$ cat src/rtl/conv_pkg.sv
// Shared types and constants for the 3x3 convolution scheduler.
package conv_pkg;
  localparam int TAPS   = 9;
  localparam int PIX_W  = 4;
  localparam int SAMP_W = TAPS * PIX_W;
  localparam int RES_W  = 16;

  typedef enum logic [2:0] {
    IDLE     = 3'd0,
    FETCH    = 3'd1,
    DRAIN    = 3'd2,
    CONV     = 3'd3,
    WAIT_RES = 3'd4,
    OUTPUT   = 3'd5,
    DONE     = 3'd6
  } state_e;
endpackage

$ cat src/rtl/conv_addr_gen.sv
// Window position (row/col) and tap counters plus the frame RAM address for the current tap.
module conv_addr_gen
  import conv_pkg::*;
#(
  parameter int IMG_W = 8,
  parameter int IMG_H = 8,
  localparam int ADDR_W = $clog2(IMG_W * IMG_H)
) (
  input  logic              clk,
  input  logic              n_rst,
  input  logic              clr_i,
  input  logic              tap_inc_i,
  input  logic              advance_i,
  output logic [ADDR_W-1:0] addr_o,
  output logic [3:0]        tap_o,
  output logic              last_tap_o,
  output logic              last_pos_o
);
  localparam int CW = $clog2(IMG_W);
  localparam int RW = $clog2(IMG_H);

  logic [3:0]    tap_q, tap_d;
  logic [CW-1:0] col_q, col_d;
  logic [RW-1:0] row_q, row_d;
  logic          last_col, last_row;
  logic [1:0]    tap_r, tap_c;

  always_ff @(posedge clk) begin
    if (!n_rst) begin
      tap_q <= '0;
      col_q <= '0;
      row_q <= '0;
    end else begin
      tap_q <= tap_d;
      col_q <= col_d;
      row_q <= row_d;
    end
  end

  always_comb begin
    last_col   = (col_q == CW'(IMG_W - 3));
    last_row   = (row_q == RW'(IMG_H - 3));
    last_tap_o = (tap_q == 4'(TAPS - 1));
    last_pos_o = last_col && last_row;
    tap_o      = tap_q;
  end

  // Advancing past the final position holds the counters; the next start clears them.
  always_comb begin
    tap_d = tap_q;
    col_d = col_q;
    row_d = row_q;
    if (clr_i) begin
      tap_d = '0;
      col_d = '0;
      row_d = '0;
    end else begin
      if (tap_inc_i) tap_d = last_tap_o ? 4'd0 : 4'(tap_q + 4'd1);
      if (advance_i) begin
        if (!last_col) begin
          col_d = CW'(col_q + CW'(1));
        end else if (!last_row) begin
          col_d = '0;
          row_d = RW'(row_q + RW'(1));
        end
      end
    end
  end

  always_comb begin
    tap_r  = 2'(tap_q / 4'd3);
    tap_c  = 2'(tap_q % 4'd3);
    addr_o = ADDR_W'((ADDR_W'(row_q) + ADDR_W'(tap_r)) * ADDR_W'(IMG_W))
           + ADDR_W'(col_q) + ADDR_W'(tap_c);
  end
endmodule

$ cat src/rtl/conv_scheduler.sv
// Walks 3x3 windows over the frame RAM, feeds mult_add one window at a time
// and streams each result out over valid/ready.
//
//  state    | meaning
//  IDLE     | accept coefficient loads, wait for start
//  FETCH    | 9 RAM reads, one per tap
//  DRAIN    | capture read data for the last tap
//  CONV     | pulse conv_en to mult_add
//  WAIT_RES | wait for result_ready, latch result
//  OUTPUT   | present result until accepted, then next window or finish
//  DONE     | one-cycle done pulse
module conv_scheduler
  import conv_pkg::*;
#(
  parameter int IMG_W = 8,
  parameter int IMG_H = 8,
  localparam int ADDR_W = $clog2(IMG_W * IMG_H)
) (
  input  logic              clk,
  input  logic              n_rst,
  input  logic              start,
  input  logic              coeff_wr,
  input  logic [SAMP_W-1:0] coeff_load,
  output logic              mem_rd_en,
  output logic [ADDR_W-1:0] mem_addr,
  input  logic [PIX_W-1:0]  mem_rdata,
  output logic [SAMP_W-1:0] sample_out,
  output logic [SAMP_W-1:0] coeff_out,
  output logic              conv_en,
  input  logic [RES_W-1:0]  result_in,
  input  logic              result_ready,
  output logic [RES_W-1:0]  out_data,
  output logic              out_valid,
  input  logic              out_ready,
  output logic              busy,
  output logic              done
);
  state_e            state_q, state_d;
  logic [SAMP_W-1:0] sample_q, coeff_q;
  logic [RES_W-1:0]  out_data_q;
  logic              cap_en_q;
  logic [3:0]        cap_tap_q;

  logic [ADDR_W-1:0] gen_addr;
  logic [3:0]        gen_tap;
  logic              last_tap, last_pos;
  logic              clr, tap_inc, advance;

  conv_addr_gen #(
    .IMG_W(IMG_W),
    .IMG_H(IMG_H)
  ) u_addr_gen (
    .clk       (clk),
    .n_rst     (n_rst),
    .clr_i     (clr),
    .tap_inc_i (tap_inc),
    .advance_i (advance),
    .addr_o    (gen_addr),
    .tap_o     (gen_tap),
    .last_tap_o(last_tap),
    .last_pos_o(last_pos)
  );

  always_ff @(posedge clk) begin
    if (!n_rst) state_q <= IDLE;
    else        state_q <= state_d;
  end

  always_comb begin
    state_d = state_q;
    case (state_q)
      IDLE:     if (start) state_d = FETCH;
      FETCH:    if (last_tap) state_d = DRAIN;
      DRAIN:    state_d = CONV;
      CONV:     state_d = WAIT_RES;
      WAIT_RES: if (result_ready) state_d = OUTPUT;
      OUTPUT:   if (out_ready) state_d = last_pos ? DONE : FETCH;
      DONE:     state_d = IDLE;
      default:  state_d = IDLE;
    endcase
  end

  always_comb begin
    mem_rd_en = (state_q == FETCH);
    mem_addr  = (state_q == FETCH) ? gen_addr : '0;
    conv_en   = (state_q == CONV);
    out_valid = (state_q == OUTPUT);
    done      = (state_q == DONE);
    busy      = (state_q != IDLE) && (state_q != DONE);
    clr       = (state_q == IDLE) && start;
    tap_inc   = (state_q == FETCH);
    advance   = (state_q == OUTPUT) && out_ready;
  end

  // RAM data arrives one cycle after the read, so the tap index travels with it.
  always_ff @(posedge clk) begin
    if (!n_rst) begin
      sample_q   <= '0;
      coeff_q    <= '0;
      out_data_q <= '0;
      cap_en_q   <= 1'b0;
      cap_tap_q  <= '0;
    end else begin
      cap_en_q  <= (state_q == FETCH);
      cap_tap_q <= gen_tap;
      if (cap_en_q) sample_q[32'(cap_tap_q) * PIX_W +: PIX_W] <= mem_rdata;
      if ((state_q == IDLE) && coeff_wr) coeff_q <= coeff_load;
      if ((state_q == WAIT_RES) && result_ready) out_data_q <= result_in;
    end
  end

  assign sample_out = sample_q;
  assign coeff_out  = coeff_q;
  assign out_data   = out_data_q;
endmodule

$ cat config.mk
export PLATFORM = sky130hd
export DESIGN_NAME = conv_scheduler
export DESIGN_NICKNAME = d
export VERILOG_FILES = /design/src/rtl/conv_pkg.sv /design/src/rtl/conv_addr_gen.sv /design/src/rtl/conv_scheduler.sv
export SDC_FILE = /design/constraint.sdc
export NUM_CORES = 1
export LEC_CHECK = 0
export CAP_MARGIN = 15
export CORE_ASPECT_RATIO = 1.1
export CORE_MARGIN = 3
export CORE_UTILIZATION = 46
export CTS_BUF_LIST = sky130_fd_sc_hd__clkbuf_16
export CTS_CLUSTER_SIZE = 20
export DETAILED_ROUTE_END_ITERATION = 16
export PLACE_DENSITY = 0.8
export RECOVER_POWER = 100
export SLEW_MARGIN = 15
export SYNTH_ARGS = -nofsm -noshare
export SYNTH_HDL_FRONTEND = slang
export SYNTH_SLANG_ARGS = --single-unit
export TNS_END_PERCENT = 10
$ cat constraint.sdc
create_clock -name clk -period 4.3 [get_ports clk]
set_input_delay 0.645 -clock clk [delete_from_list [all_inputs] [get_ports clk]]
set_output_delay 0.645 -clock clk [all_outputs]
set_load 0.1 [all_outputs]
Yosys cells after proc, flatten, opt, wreduce, memory -nomap -nowiden
Cells that the tools add are included.
{ "op_classes": {"bitwise": 2, "n_mux": 11, "add_sub_neg": 7, "n_shift": 2, "eq_ne": 15, "div": 2, "n_reduce_logical": 12} }
{ "op_table": {"columns": ["operator", "count"], "rows": [
  ["bitwise mux 36 bit", 1],
  ["variable shift 4 x 34 -> 36 bit (first input constant)", 1],
  ["variable part select 4 x 34 -> 36 bit", 1],
  ["negator 6 -> 34 bit", 1],
  ["2-to-1 mux 3 bit", 7],
  ["case mux 3 bit (6 select lines)", 1],
  ["== test 3 bit (second input constant)", 5],
  ["adder 3 x 1 -> 3 bit (second input constant)", 2],
  ["adder 6 x 2 -> 6 bit", 1],
  ["adder 6 x 3 -> 6 bit", 1],
  ["== test 3 x 2 -> 1 bit (second input constant)", 2],
  ["logical AND 1 bit", 6],
  ["2-to-1 mux 6 bit", 1],
  ["!= test 2 bit (second input constant)", 3],
  ["adder 4 x 1 -> 4 bit (second input constant)", 1],
  ["divider 4 x 2 -> 4 bit (second input constant)", 1],
  ["== test 4 bit (second input constant)", 1],
  ["remainder unit 4 x 2 -> 4 bit (second input constant)", 1],
  ["2-to-1 mux 4 bit", 1],
  ["!= test 2 x 1 -> 1 bit (second input constant)", 2],
  ["AND reduction 4 bit", 1],
  ["adder 3 x 2 -> 3 bit", 1],
  ["== test 3 x 1 -> 1 bit (second input constant)", 1],
  ["logical NOT 3 bit", 1],
  ["other kinds (6)", 7]
]} }
{ "word_totals": {"regBits": 106, "out_inout_bits": 99} }

Logic depth before layout (Yosys ltp)
{ "logic_depth": {"ltp_word": 5, "ltp_mapped": 14} }

Hierarchy
Synthesis repeated with hierarchy kept, for this count alone.
{ "hier_totals": {"cells_unflattened": 559, "hier_area_um2": 4754.6} }
{ "by_module_without_submodules": {"columns": ["module", "instances", "seq_area_each_um2", "cells_per_inst", "area_per_inst_um2"], "rows": [
  ["conv_scheduler", 1, 1921.8, 462, 3925.0],
  ["conv_addr_gen", 1, 200.2, 97, 829.5]
]} }

Worst setup path after synthesis
OpenSTA, ideal clock, no wires.
{ "synth_timing": {"kind": "register to output", "from": "register u_addr_gen.tap_q[2], in the netlist u_addr_gen.tap_o[2]", "to": "output mem_addr[4]", "path_buffers": 0, "slack_ns": -0.579, "stages_incl_launch_ff": 15, "arrival_ns": 4.234, "path_cell_list": "dfxtp_1 -> nor2b_1 -> ha_1 -> inv_1 -> ha_1 -> a21bo_2 -> xnor2_1 -> ha_1 -> a21o_1 -> xnor2_1 -> ha_1 -> inv_1 -> fa_1 -> or3_1 -> a21oi_1"} }
{ "synth_via": {"elab_chain_cells": 5, "elab_cells_between_ends": 6, "classes_between": "add/sub: 3; div: 2; mux: 1"} }
{ "synth_lines": {"columns": ["item", "line", "text"], "rows": [
  ["from (decl)", "conv_addr_gen.sv:22", "logic [3:0] tap_q, tap_d;"],
  ["from (signal assigned)", "conv_addr_gen.sv:34", "tap_q <= tap_d;"],
  ["divider 4 x 2 -> 4 bit", "conv_addr_gen.sv:71", "tap_r = 2'(tap_q / 4'd3);"],
  ["adder 3 x 2 -> 3 bit", "conv_addr_gen.sv:73", "addr_o = ADDR_W'((ADDR_W'(row_q) + ADDR_W'(tap_r)) * ADDR_W'(IMG_W))"],
  ["adder 6 x 3 -> 6 bit", "conv_addr_gen.sv:74", "+ ADDR_W'(col_q) + ADDR_W'(tap_c);"],
  ["adder 6 x 2 -> 6 bit *", "conv_addr_gen.sv:74", null],
  ["2-to-1 mux 6 bit *", "conv_scheduler.sv:85", "mem_addr = (state_q == FETCH) ? gen_addr : '0;"],
  ["to (decl)", "conv_scheduler.sv:25", "output logic [ADDR_W-1:0] mem_addr,"]
]} }
Mark *: on every way between the ends. The rest lies on a longest branch, timed or not.

Final worst setup path
Ends and elaborated chain as after synthesis.

==> results.yml <==
timing:
  min_period_ns: 4.214
  setup_viol: 0
  holdWs_ns: 0.4570
  slew_violations: 120
  tightest_slew_ns: 1.817
  slew_headroom: -0.2124
  fin_crit_sh: 0.9800
  max_freq_mhz: 237.3
  fin_skew_ns: 0.01021
  finalHoldViolations: 0
floorplan:
  io_pins: 161
  std_cell_rows: 38
  initial_core_util: 0.4827
  coreArea_mm2: 0.01008
  die_w_um: 104.1
  die_h_um: 113.9
  die_area_mm2: 0.01185
synth:
  syn_avg_cell_area_um2: 8.522
  syn_nets: 651
  ys.flop_type: "dfxtp_1"
  synth_seq_cells: 106
  synth_area_mm2: 0.004866
  yosysUniqueCellTypes: 49
  yosys_warnings: 0
  seq_area_frac_synth: 0.4361
  syn-instance-count: 571
  async_flop_share: 0
  synth_edf_count: 0
global_routing:
  antenna_found_initial: 0
  grt_pass1_wl_um: 21420
  first_global_vias: 4371
  grt_start_max_net_pins: 45
  grt.total_usage: 0.2199
  overflow: 0
drt:
  viasPerCell: 5.082
  wl_per_cell_um: 14.94
  dr.pass1.iters: 4
  route.detailed.drc: 0
  first_iter_violations: 134
  routed_wl_um: 12940
  vias: 4401
  ant_nets: 0
clock_network:
  worstSkewPairLatency_ns: 0.34
  cts-root-buf: "clkbuf_16"
  clock_sinks: 106
  clockBufferDepth: 2
  htree_num_levels: 3
  hold_buffers: 0
  cts_buffers: 9
  clkTransAtPathRegs_ns: 0.07
  tritoncts: "yes"
cells_and_area:
  final_util: 0.6856
  n_antenna_cell: 0
  final_nets: 801
  syn_to_final_growth_pct: 42.02
  final_common_cell: "nand2_1"
  final_cell_mix: "nand2_1, dfxtp_1, dlygate4sd3_1"
  drive_gt1_frac: 0.07163
worst_setup_path:
  critPathRequiredTime_ns: 3.65
  path_common_cell: "ha_2"
  end_kind: "output port"
  path_max_fanout: 7
  slowest_stage: "fa_2"
  critPathMaxStageDelay_ns: 0.40
  cp.arrival_ns: 3.57
  critPathKind: "flop to output port"
  start_kind: "flop"
  path_cells: "buf_4, inv_1, nand2_1, ha_4, a21bo_4, xnor2_4, ha_2, a21o_1, xnor2_1, ha_2, inv_2, fa_2, or3_4, a21oi_4, buf_12"
pwr:
  leakagePower_nw: 2.944
  p_per_area_mw_per_mm2: 359.0
  vdd_drop_max_uv: 204.4
  fin_total_pwr_mw: 2.481
status:
  violations: "max-capacitance violations, max-slew violations"
  status: "finished with violations"
hold_path:
  min_path_type: "flop to flop"
placed_design:
  dp_hpwl_um: 9506
  portBuffers: 160
  gpl.final_weighted_congestion: 0.8544
job:
  maxCapViolCount: 3
[cells in the mapped netlist, types with 7 or more instances]
master	number	share of area
inv_1	16	0.012
nand2_1	170	0.13
nand4_1	7	0.0090
nand3_1	15	0.015
buf_2	9	0.0093
mux2i_1	34	0.070
nor2_1	21	0.016
and2_1	10	0.013
a21oi_1	13	0.013
ha_1	16	0.041
clkbuf_1	17	0.013
nor3_1	7	0.0072
a21boi_0	52	0.080
dfxtp_1	106	0.44
[state kept, by name, indices dropped and copies added, names as in the netlist]
register and flops:
coeff_out 36, u_addr_gen.row_q 3, sample_out 36, u_addr_gen.tap_o 4, out_data 16, state_q 3, cap_tap_q 4, cap_en_q 1
u_addr_gen.col_q 3
[power by group]
part,switching [mW],total (mW),leakage [nW],internal (mW)
sequential,0.0308,1.05,0.861,1.02
clock,0.356,0.805,0.139,0.449
combinational,0.456,0.622,1.94,0.166
total,0.843,2.48,2.94,1.64
[routing by layer]
metal | track usage | routed length (um)
met4 | 0.08599 | 214
met5 | 0 | 0
met3 | 0.04527 | 605
met1 | 0.2655 | 5462
met2 | 0.3862 | 6658
[logic make-up after synthesis]
| kind of cell | share of synthesized area |
|---|---|
| mux | 0.07226 |
| simple gates | 0.2432 |
| xor+xnor | 0.01620 |
| buf+inv | 0.04320 |
| fa+ha+maj | 0.04937 |
| flops | 0.4361 |
| compound gates | 0.1396 |
[final timing paths]
kind                                          start             end  slack (ns)  cells past startpoint
worst max-delay path            u_addr_gen.tap_o[2]     mem_addr[4]        0.09                     15
worst max register to register           state_q[0]   coeff_out[31]        1.56                      4
worst min-delay path                 sample_out[17]  sample_out[17]        0.46                      2
worst min register to register       sample_out[17]  sample_out[17]        0.46                      2
[critical path, delay by kind of cell, from the launching register on]
family / cells / cell delay [ns]
AO/OA/AOI/OAI: 3 / 0.63
XOR/XNOR: 2 / 0.30
adder cells (fa/ha/maj): 4 / 0.95
buffers and inverters: 4 / 0.44
flip-flops: 1 / 0.38
AND/OR/NAND/NOR: 2 / 0.53
[timing repair]
item | in CTS | in global routing
buffers inserted | 1 | 6
endpoints found under the setup margin | 2 | 3
resized for setup | 8 | 10
pin swaps | 4 | 5
[layout make-up]
type | instances | area [um2]
timing repair buffer | 170 | 1653
tap | 140 | 175.2
clock buffer | 9 | 225.2
fill | 820 | 3169
multi-input combinational | 417 | 2600
inverter | 17 | 63.81
sequential | 106 | 2126
clock inverter | 7 | 67.56
[stage by stage]
step | cells | area [um2] | setup TNS [ns] | worst slack, ns
after floorplan | 571 | 4870 | -0.5637 | -0.2136
after global placement | 843 | 6563 | 0 | 0.3452
after detailed placement | 843 | 6563 | 0 | 0.2072
after CTS | 860 | 6898 | 0 | 0.03427
after global routing | 866 | 6910 | -0.01050 | -0.01050
final | 866 | 6910 | 0 | 0.08605
(Power assumes the default switching activity.)
